`src/rtl/la_fifo_unpack.sv`:
```
// la_fifo_unpack: read-side drain stage for a synchronous FIFO.
// Pops DW-bit words from the FIFO's read port and serialises each word into
// RATIO beats of OW = DW/RATIO bits on a valid/ready stream.
// The output is driven from registers. The next word is popped in the same
// cycle that the last beat is accepted, so there is no bubble between words.
// Optional build macro: LA_FIFO_UNPACK_MSBFIRST_EN. When it is defined, the
// beat order is reversed so that beat 0 carries the MSBs of the word.
module la_fifo_unpack #(
    parameter int DW    = 32,
    parameter int RATIO = 4
) (
    input  logic                clk,
    input  logic                reset,
    input  logic                clear,
    output logic                fifo_rd_en,
    input  logic [DW-1:0]       fifo_dout,
    input  logic                fifo_empty,
    output logic                out_valid,
    input  logic                out_ready,
    output logic [DW/RATIO-1:0] out_data,
    output logic                out_last
);

    localparam int OW = DW / RATIO;
    localparam int CW = (RATIO > 1) ? $clog2(RATIO) : 1;
    localparam logic [CW-1:0] LAST_CNT = CW'(RATIO - 1);

    logic [DW-1:0] hold_q, hold_d;
    logic [CW-1:0] cnt_q, cnt_d;
    logic          valid_q, valid_d;

    logic last_beat;
    logic accept;
    logic done;
    logic pop;

    assign last_beat = (cnt_q == LAST_CNT);
    assign accept    = valid_q & out_ready;
    assign done      = accept & last_beat;

    // A refill is allowed when the stage is empty, or when the final beat
    // leaves in this cycle. Popping is suppressed while reset or clear is
    // active so that the FIFO never loses a word that would be discarded.
    assign pop        = ~fifo_empty & (~valid_q | done) & ~reset & ~clear;
    assign fifo_rd_en = pop;

    assign out_valid = valid_q;
    assign out_last  = valid_q & last_beat;

    // Next-state selection: a pop takes precedence over the end of a word
    always_comb begin
        hold_d  = hold_q;
        cnt_d   = cnt_q;
        valid_d = valid_q;
        if (pop) begin
            hold_d  = fifo_dout;
            cnt_d   = '0;
            valid_d = 1'b1;
        end else if (done) begin
            cnt_d   = '0;
            valid_d = 1'b0;
        end else if (accept) begin
            cnt_d   = cnt_q + CW'(1);
        end
    end

    // State registers: clear drops the word in flight but keeps the hold data
    always_ff @(posedge clk) begin
        if (reset) begin
            hold_q  <= '0;
            cnt_q   <= '0;
            valid_q <= 1'b0;
        end else if (clear) begin
            cnt_q   <= '0;
            valid_q <= 1'b0;
        end else begin
            hold_q  <= hold_d;
            cnt_q   <= cnt_d;
            valid_q <= valid_d;
        end
    end

    // Beat selection from the held word, indexed by the beat counter
    always_comb begin
        out_data = '0;
        for (int i = 0; i < RATIO; i++) begin
            if (cnt_q == CW'(i)) begin
`ifdef LA_FIFO_UNPACK_MSBFIRST_EN
                out_data = hold_q[(RATIO-1-i)*OW +: OW];
`else
                out_data = hold_q[i*OW +: OW];
`endif
            end
        end
    end

endmodule

```
`config.mk`:
```
export PLATFORM = sky130hd
export DESIGN_NAME = la_fifo_unpack
export DESIGN_NICKNAME = d
export VERILOG_FILES = /design/src/rtl/la_fifo_unpack.sv
export SDC_FILE = /design/constraint.sdc
export NUM_CORES = 1
export LEC_CHECK = 0
export CAP_MARGIN = 0
export CORE_MARGIN = 3
export CORE_UTILIZATION = 53
export CTS_BUF_LIST = sky130_fd_sc_hd__clkbuf_8
export DETAILED_ROUTE_END_ITERATION = 10
export PLACE_DENSITY = 0.94
export SLEW_MARGIN = 20
export SYNTH_ARGS = -nofsm -noshare
export SYNTH_HDL_FRONTEND = slang
export SYNTH_SLANG_ARGS = --single-unit
export TNS_END_PERCENT = 10
```
`constraint.sdc`:
```
create_clock -name clk -period 4.1 [get_ports clk]
set_input_delay 0.615 -clock clk [delete_from_list [all_inputs] [get_ports clk]]
set_output_delay 0.615 -clock clk [all_outputs]
set_load 0.03 [all_outputs]
```
==> results of run 1 <==
==> worst max-delay path: stages, from the launching register on <==
cell and delay [ns]:
dfxtp_1 0.33, inv_1 0.12, ha_1 0.50, a21oi_1 0.11
o21ai_0 0.13, a22o_1 0.18, clkdlybuf4s50_1 0.67
==> flip-flops by register name, indices dropped and copies added, names as in the netlist <==
signal and cells:
cnt_q 2, out_valid 1, hold_q 32
==> power by group <==
| group | total [W] | leakage, nW | internal (W) | switching, W |
|---|---|---|---|---|
| Sequential | 0.000367 | 0.286 | 0.000358 | 0.00000908 |
| Combinational | 0.000113 | 0.453 | 0.0000581 | 0.0000554 |
| Clock | 0.000218 | 0.0413 | 0.000110 | 0.000108 |
| Total | 0.000699 | 0.780 | 0.000526 | 0.000172 |
==> per-layer routing <==
layer | up-vias | track usage, % | wire [um]
li1 | 805 | - | -
met1 | 720 | 25.22 | 1740
met2 | 49 | 35.18 | 1991
met3 | 6 | 6.655 | 222
met4 | 0 | 9.366 | 50
met5 | - | 0 | 0
==> worst paths after layout <==
check	endpoint	depth (start not counted)	slack [ns]
setup / recovery	out_data[5]	6	1.18
hold reg to reg	hold_q[10]	2	0.45
hold / removal	hold_q[10]	2	0.45
setup reg to reg	hold_q[30]	5	2.11
==> through the flow <==
| step | std cells | setup slack, ns | util [%] | area, um2 |
|---|---|---|---|---|
| finish | 292 | 1.179 | 72.28 | 2225 |
| global route | 292 | 0.9998 | 72.28 | 2225 |
| CTS | 292 | 1.163 | 72.28 | 2225 |
| detailed placement | 286 | 1.400 | 69.92 | 2152 |
| global placement | 286 | 1.454 | 69.92 | 2152 |
| floorplan | 212 | 2.014 | - | 1715 |
==> final cells by class <==
type	instances	area, um2	share of cell area, %
well taps	44	55.05	2.475
clock buffers	5	68.82	3.093
multi-input cells	146	864.6	38.86
inverters	11	41.29	1.856
repair buffers	50	490.5	22.05
clock inverters	1	3.754	0.1687
flip-flops and latches	35	700.7	31.50
==> logic make-up (layout without fill, tap and decap cells) <==
logic type	count (synthesis)	in the layout	synth area share [%]
AND/OR/NAND/NOR	73	73	19.26
AO/OA/AOI/OAI	68	68	27.35
flip-flops	35	35	40.85
buffers and inverters	31	67	9.117
adder cells (fa/ha/maj)	4	4	2.918
XOR/XNOR	1	1	0.5107
==> cell usage in the layout, fill, tap and decap left out, types with 3 or more instances in the layout <==
cell             Yosys  layout
clkdlybuf4s50_1      0      46
nand3_1             34      34
o21ai_0              8       8
a22o_1               8       8
inv_1               11      12
o31ai_4              5       5
clkbuf_8             0       5
ha_1                 4       4
o21ai_1             24      24
o31ai_1              3       3
dfxtp_1             35      35
buf_4                0       4
a21oi_1             17      17
nand2_1             34      34
==> results.yml, run 1 <==
outcome:
  status: "finished clean"
clock_tree:
  cts_root_buf: "clkbuf_8"
  post_cts_buffers: 0
  path_clk_slew_ns: 0.06
  numCtsBuffers: 5
  ctsHoldBuffers: 0
  insertion_delay_ns: 0.28
  cts_tree: "done"
  cts_max_path_buffers: 2
  cts_sinks: 35
  ctsResizeCount: 0
  cts_max_level: 2
timing:
  max_freq_mhz: 342.4
  tightest_slew_ns: 0.7615
  rsz0062_at_grt: "false"
  setup-violations-final: 0
  period_share_pct: 71.23
  max-slew-margin-rel_pct: 49.08
  report.final.slew_viol_count: 0
  fin_crit_ns: 2.921
  clock_skew_ns: 0.006413
  whs_ns: 0.4514
  final-hold-violation-count: 0
  fin_tns_setup_ns: 0
worst_setup_path:
  crit_required_ns: 3.48
  crit_arrival_ns: 2.31
  crit_start: "cnt_q[0]"
  rr_startpoint: "cnt_q[1]"
  end_kind: "primary output"
  startpoint_type: "register"
  path_max_fanout: 16
  crit_type: "register to primary output"
detailed_routing:
  vias: 1580
  dr.pass1.iters: 4
  route.detailed.drc: 0
  postRouteAntennaNets: 0
  drt_iter0_drc: 105
  totalWireLength_mm: 4.005
  viasPerCell: 5.411
  wire_per_inst_um: 13.72
synth:
  yosysMostFrequentCell: "dfxtp_1"
  synth_area_um2: 1715
  synthTopCellsByArea: "dfxtp_1 41%, nand3_1 9.9%, nand2_1 7.4%"
  synth_edf_count: 0
  seq_area_frac_synth_pct: 40.85
  ys.flop_type: "dfxtp_1"
  async_flop_share_pct: 0
  synth.distinct_cells: 23
  synth_top_area_share_pct: 40.85
  synth_common_cells: "35 x dfxtp_1, 34 x nand2_1, 34 x nand3_1, 24 x o21ai_1, 17 x a21oi_1"
  syn_nets: 253
  ys_ff_latch: 35
  synth_largest_area_cell: "dfxtp_1"
  synthCells: 212
  postSynthAreaPerCell_um2: 8.091
  ys.warnings.count: 0
power:
  powerDensity_nw_per_um2: 314.0
  p_leak_nw: 0.7805
  ir_worst_vdd_mv: 0.2276
  finalPower_w: 0.0006986
grt:
  grt_usage_pct: 21.32
  grt_start_max_net_pins: 34
  antenna_found_initial: 0
  grt_overflow: 0
  grt_pass1_wl_mm: 6.748
  grt_pass1_vias: 1535
die:
  rows: 20
  start_util_pct: 55.73
  fp.dieH_um: 62.89
  core_um2: 3078
  die-area_um2: 3955
  fp.dieW_um: 62.89
  ios: 48
finish:
  area_delta_synth_final_pct: 29.69
  diodes: 0
  drive_above_1_share_pct: 6.452
  final_net_count: 290
  fill_cells: 249
min_path:
  hold_path.class: "register to register"
  hold_start: "hold_q[10]"
place:
  gp_congestion: 0.8269
  hpwl_mm: 2.814
  port_buffers: 47
flow_run:
  max_cap_violations: 0
No activity file was read; power rests on OpenSTA's default activity.
==> run 2, diff against run 1 <==
- CORE_UTILIZATION: 53 -> 44
- PLACE_DENSITY: 0.94 -> 0.84
- clock period: 4.1 -> 2.4 ns (I/O delays scaled with it)
==> run 2 against run 1 <==
  * Power increased by 93%
  * Clock skew increased by 0.0023 ns
  * Critical path type unchanged
  * Flip-flop and latch count unchanged
  * Sequential share of layout area decreased by 0.90 points
  * Routed wire length increased by 7.3%
  * Largest cell class unchanged
  * Non-clock buffer count increased by 3
  * Setup slack got worse by 1.1 ns
  * Critical endpoint is now out_data[0]
==> results.yml, run 2 (synthesis results as in run 1) <==
outcome:
  status: "finished clean"
finish:
  layout_commonest_cell: "clkdlybuf4s50_1"
  drive_above_1_share_pct: 10.67
  stdcell_area_um2: 2290
  largest_reg_flops: 32
  ff_latch_area_um2: 700.7
  final_net_count: 293
  diodes: 0
  multi_input_area_um2: 869.6
  top_register: "hold_q"
  layout_common_cells: "38 x clkdlybuf4s50_1, 35 x dfxtp_1, 34 x nand2_1, 34 x nand3_1, 24 x o21ai_1"
  area_delta_synth_final_pct: 33.48
  fill_cells: 337
clock_tree:
  path_clk_slew_ns: 0.08
  cts_sinks: 35
  cts_max_level: 2
  cts_max_path_buffers: 2
  insertion_delay_ns: 0.29
  post_cts_buffers: 0
  numCtsBuffers: 5
  cts_root_buf: "clkbuf_8"
  cts_tree: "done"
timing:
  rsz0062_at_grt: "false"
  report.final.slew_viol_count: 0
  period_share_pct: 96.60
  fin_crit_ns: 2.318
  final-hold-violation-count: 0
  max_freq_mhz: 431.3
  tightest_slew_ns: 0.7268
  clock_skew_ns: 0.008689
  max-slew-margin-rel_pct: 51.49
  fin_tns_setup_ns: 0
  setup-violations-final: 0
die:
  fp.dieW_um: 68.44
  core_um2: 3716
  ios: 48
  start_util_pct: 46.16
  fp.dieH_um: 68.44
  die-area_um2: 4684
  rows: 22
grt:
  grt_overflow: 0
  antenna_found_initial: 0
  grt_usage_pct: 20.57
  grt_pass1_vias: 1491
  grt_start_max_net_pins: 34
  grt_pass1_wl_mm: 7.113
worst_setup_path:
  end_kind: "primary output"
  crit_required_ns: 2.04
  startpoint_type: "register"
  path_max_fanout: 16
  crit_arrival_ns: 1.96
  crit_type: "register to primary output"
place:
  gp_congestion: 0.8448
  port_buffers: 47
  dpl_cell_area_um2: 2192
  hpwl_mm: 3.011
power:
  powerDensity_nw_per_um2: 589.0
  ir_worst_vdd_mv: 0.3077
  p_leak_nw: 0.8348
detailed_routing:
  vias: 1604
  viasPerCell: 5.329
  postRouteAntennaNets: 0
  totalWireLength_mm: 4.299
  dr.pass1.iters: 4
  wire_per_inst_um: 14.28
  route.detailed.drc: 0
  drt_iter0_drc: 132
flow_run:
  max_cap_violations: 0
min_path:
  hold_path.class: "register to register"
run 2: cell count changes in the layout (fill, tap and decap cells not counted):
cell and change:
buf_12 +1, buf_4 +2, bufinv_16 +1, clkbuf_2 +3, clkdlybuf4s15_1 +1, clkdlybuf4s50_1 -8
clkinv_2 +1, clkinv_4 +1, dlygate4sd2_1 +4, ha_1 -2, ha_2 +2, inv_1 -1
run 2: final timing paths:
check	from	end	slack, ns	cells past startpoint
worst max-delay path	cnt_q[0]	out_data[0]	0.08	7
worst min-delay path	hold_q[26]	hold_q[26]	0.46	2
worst max register to register	cnt_q[0]	hold_q[18]	0.68	5
worst min register to register	hold_q[26]	hold_q[26]	0.46	2
run 2: layout make-up:
| class | count | share of cell area, % |
|---|---|---|
| multi-input combinational | 146 | 37.98 |
| timing repair buffer | 53 | 22.08 |
| sequential | 35 | 30.60 |
| tap | 48 | 2.623 |
| inverter | 11 | 1.803 |
| clock inverter | 3 | 1.913 |
| clock buffer | 5 | 3.005 |
run 2: worst max-delay path, cell delays in order (launching register included):
cell           delay, ns
dfxtp_1             0.38
inv_1               0.11
ha_1                0.20
buf_4               0.18
a21oi_1             0.12
o21ai_0             0.12
a22o_1              0.20
dlygate4sd2_1       0.35
run 2: through the flow:
step | cells | utilization [%] | hold WS [ns] | power, W | setup WS, ns
floorplan | 212 | - | 0.4286 | 0.0007389 | 0.5689
global placement | 293 | 58.99 | 0.4369 | 0.0008294 | 0.1745
detailed placement | 293 | 58.99 | 0.4405 | 0.0008344 | 0.1278
CTS | 301 | 61.82 | 0.4557 | 0.001354 | 0.08982
global route | 301 | 61.62 | 0.4772 | 0.001401 | 0.0006584
finish | 301 | 61.62 | 0.4574 | 0.001349 | 0.08159
run 2: power by group:
part           internal, W  switching, W
clock             0.000309      0.000224
sequential        0.000610     0.0000159
combinational    0.0000948     0.0000949
total              0.00101      0.000334
run 2: repair_timing:
item,4_1_cts,5_1_grt
gates resized for setup,9,8
endpoints found under the setup margin,8,5
hold buffers,0,0
pin swaps,0,0
run 2: layer usage:
metal | up-vias | GRT usage [%] | share of wire, %
li1 | 812 | - | -
met1 | 716 | 25.73 | 44
met2 | 70 | 33.61 | 48
met3 | 6 | 4.926 | 7.5
met4 | 0 | 8.437 | 1.0
met5 | - | 0 | 0
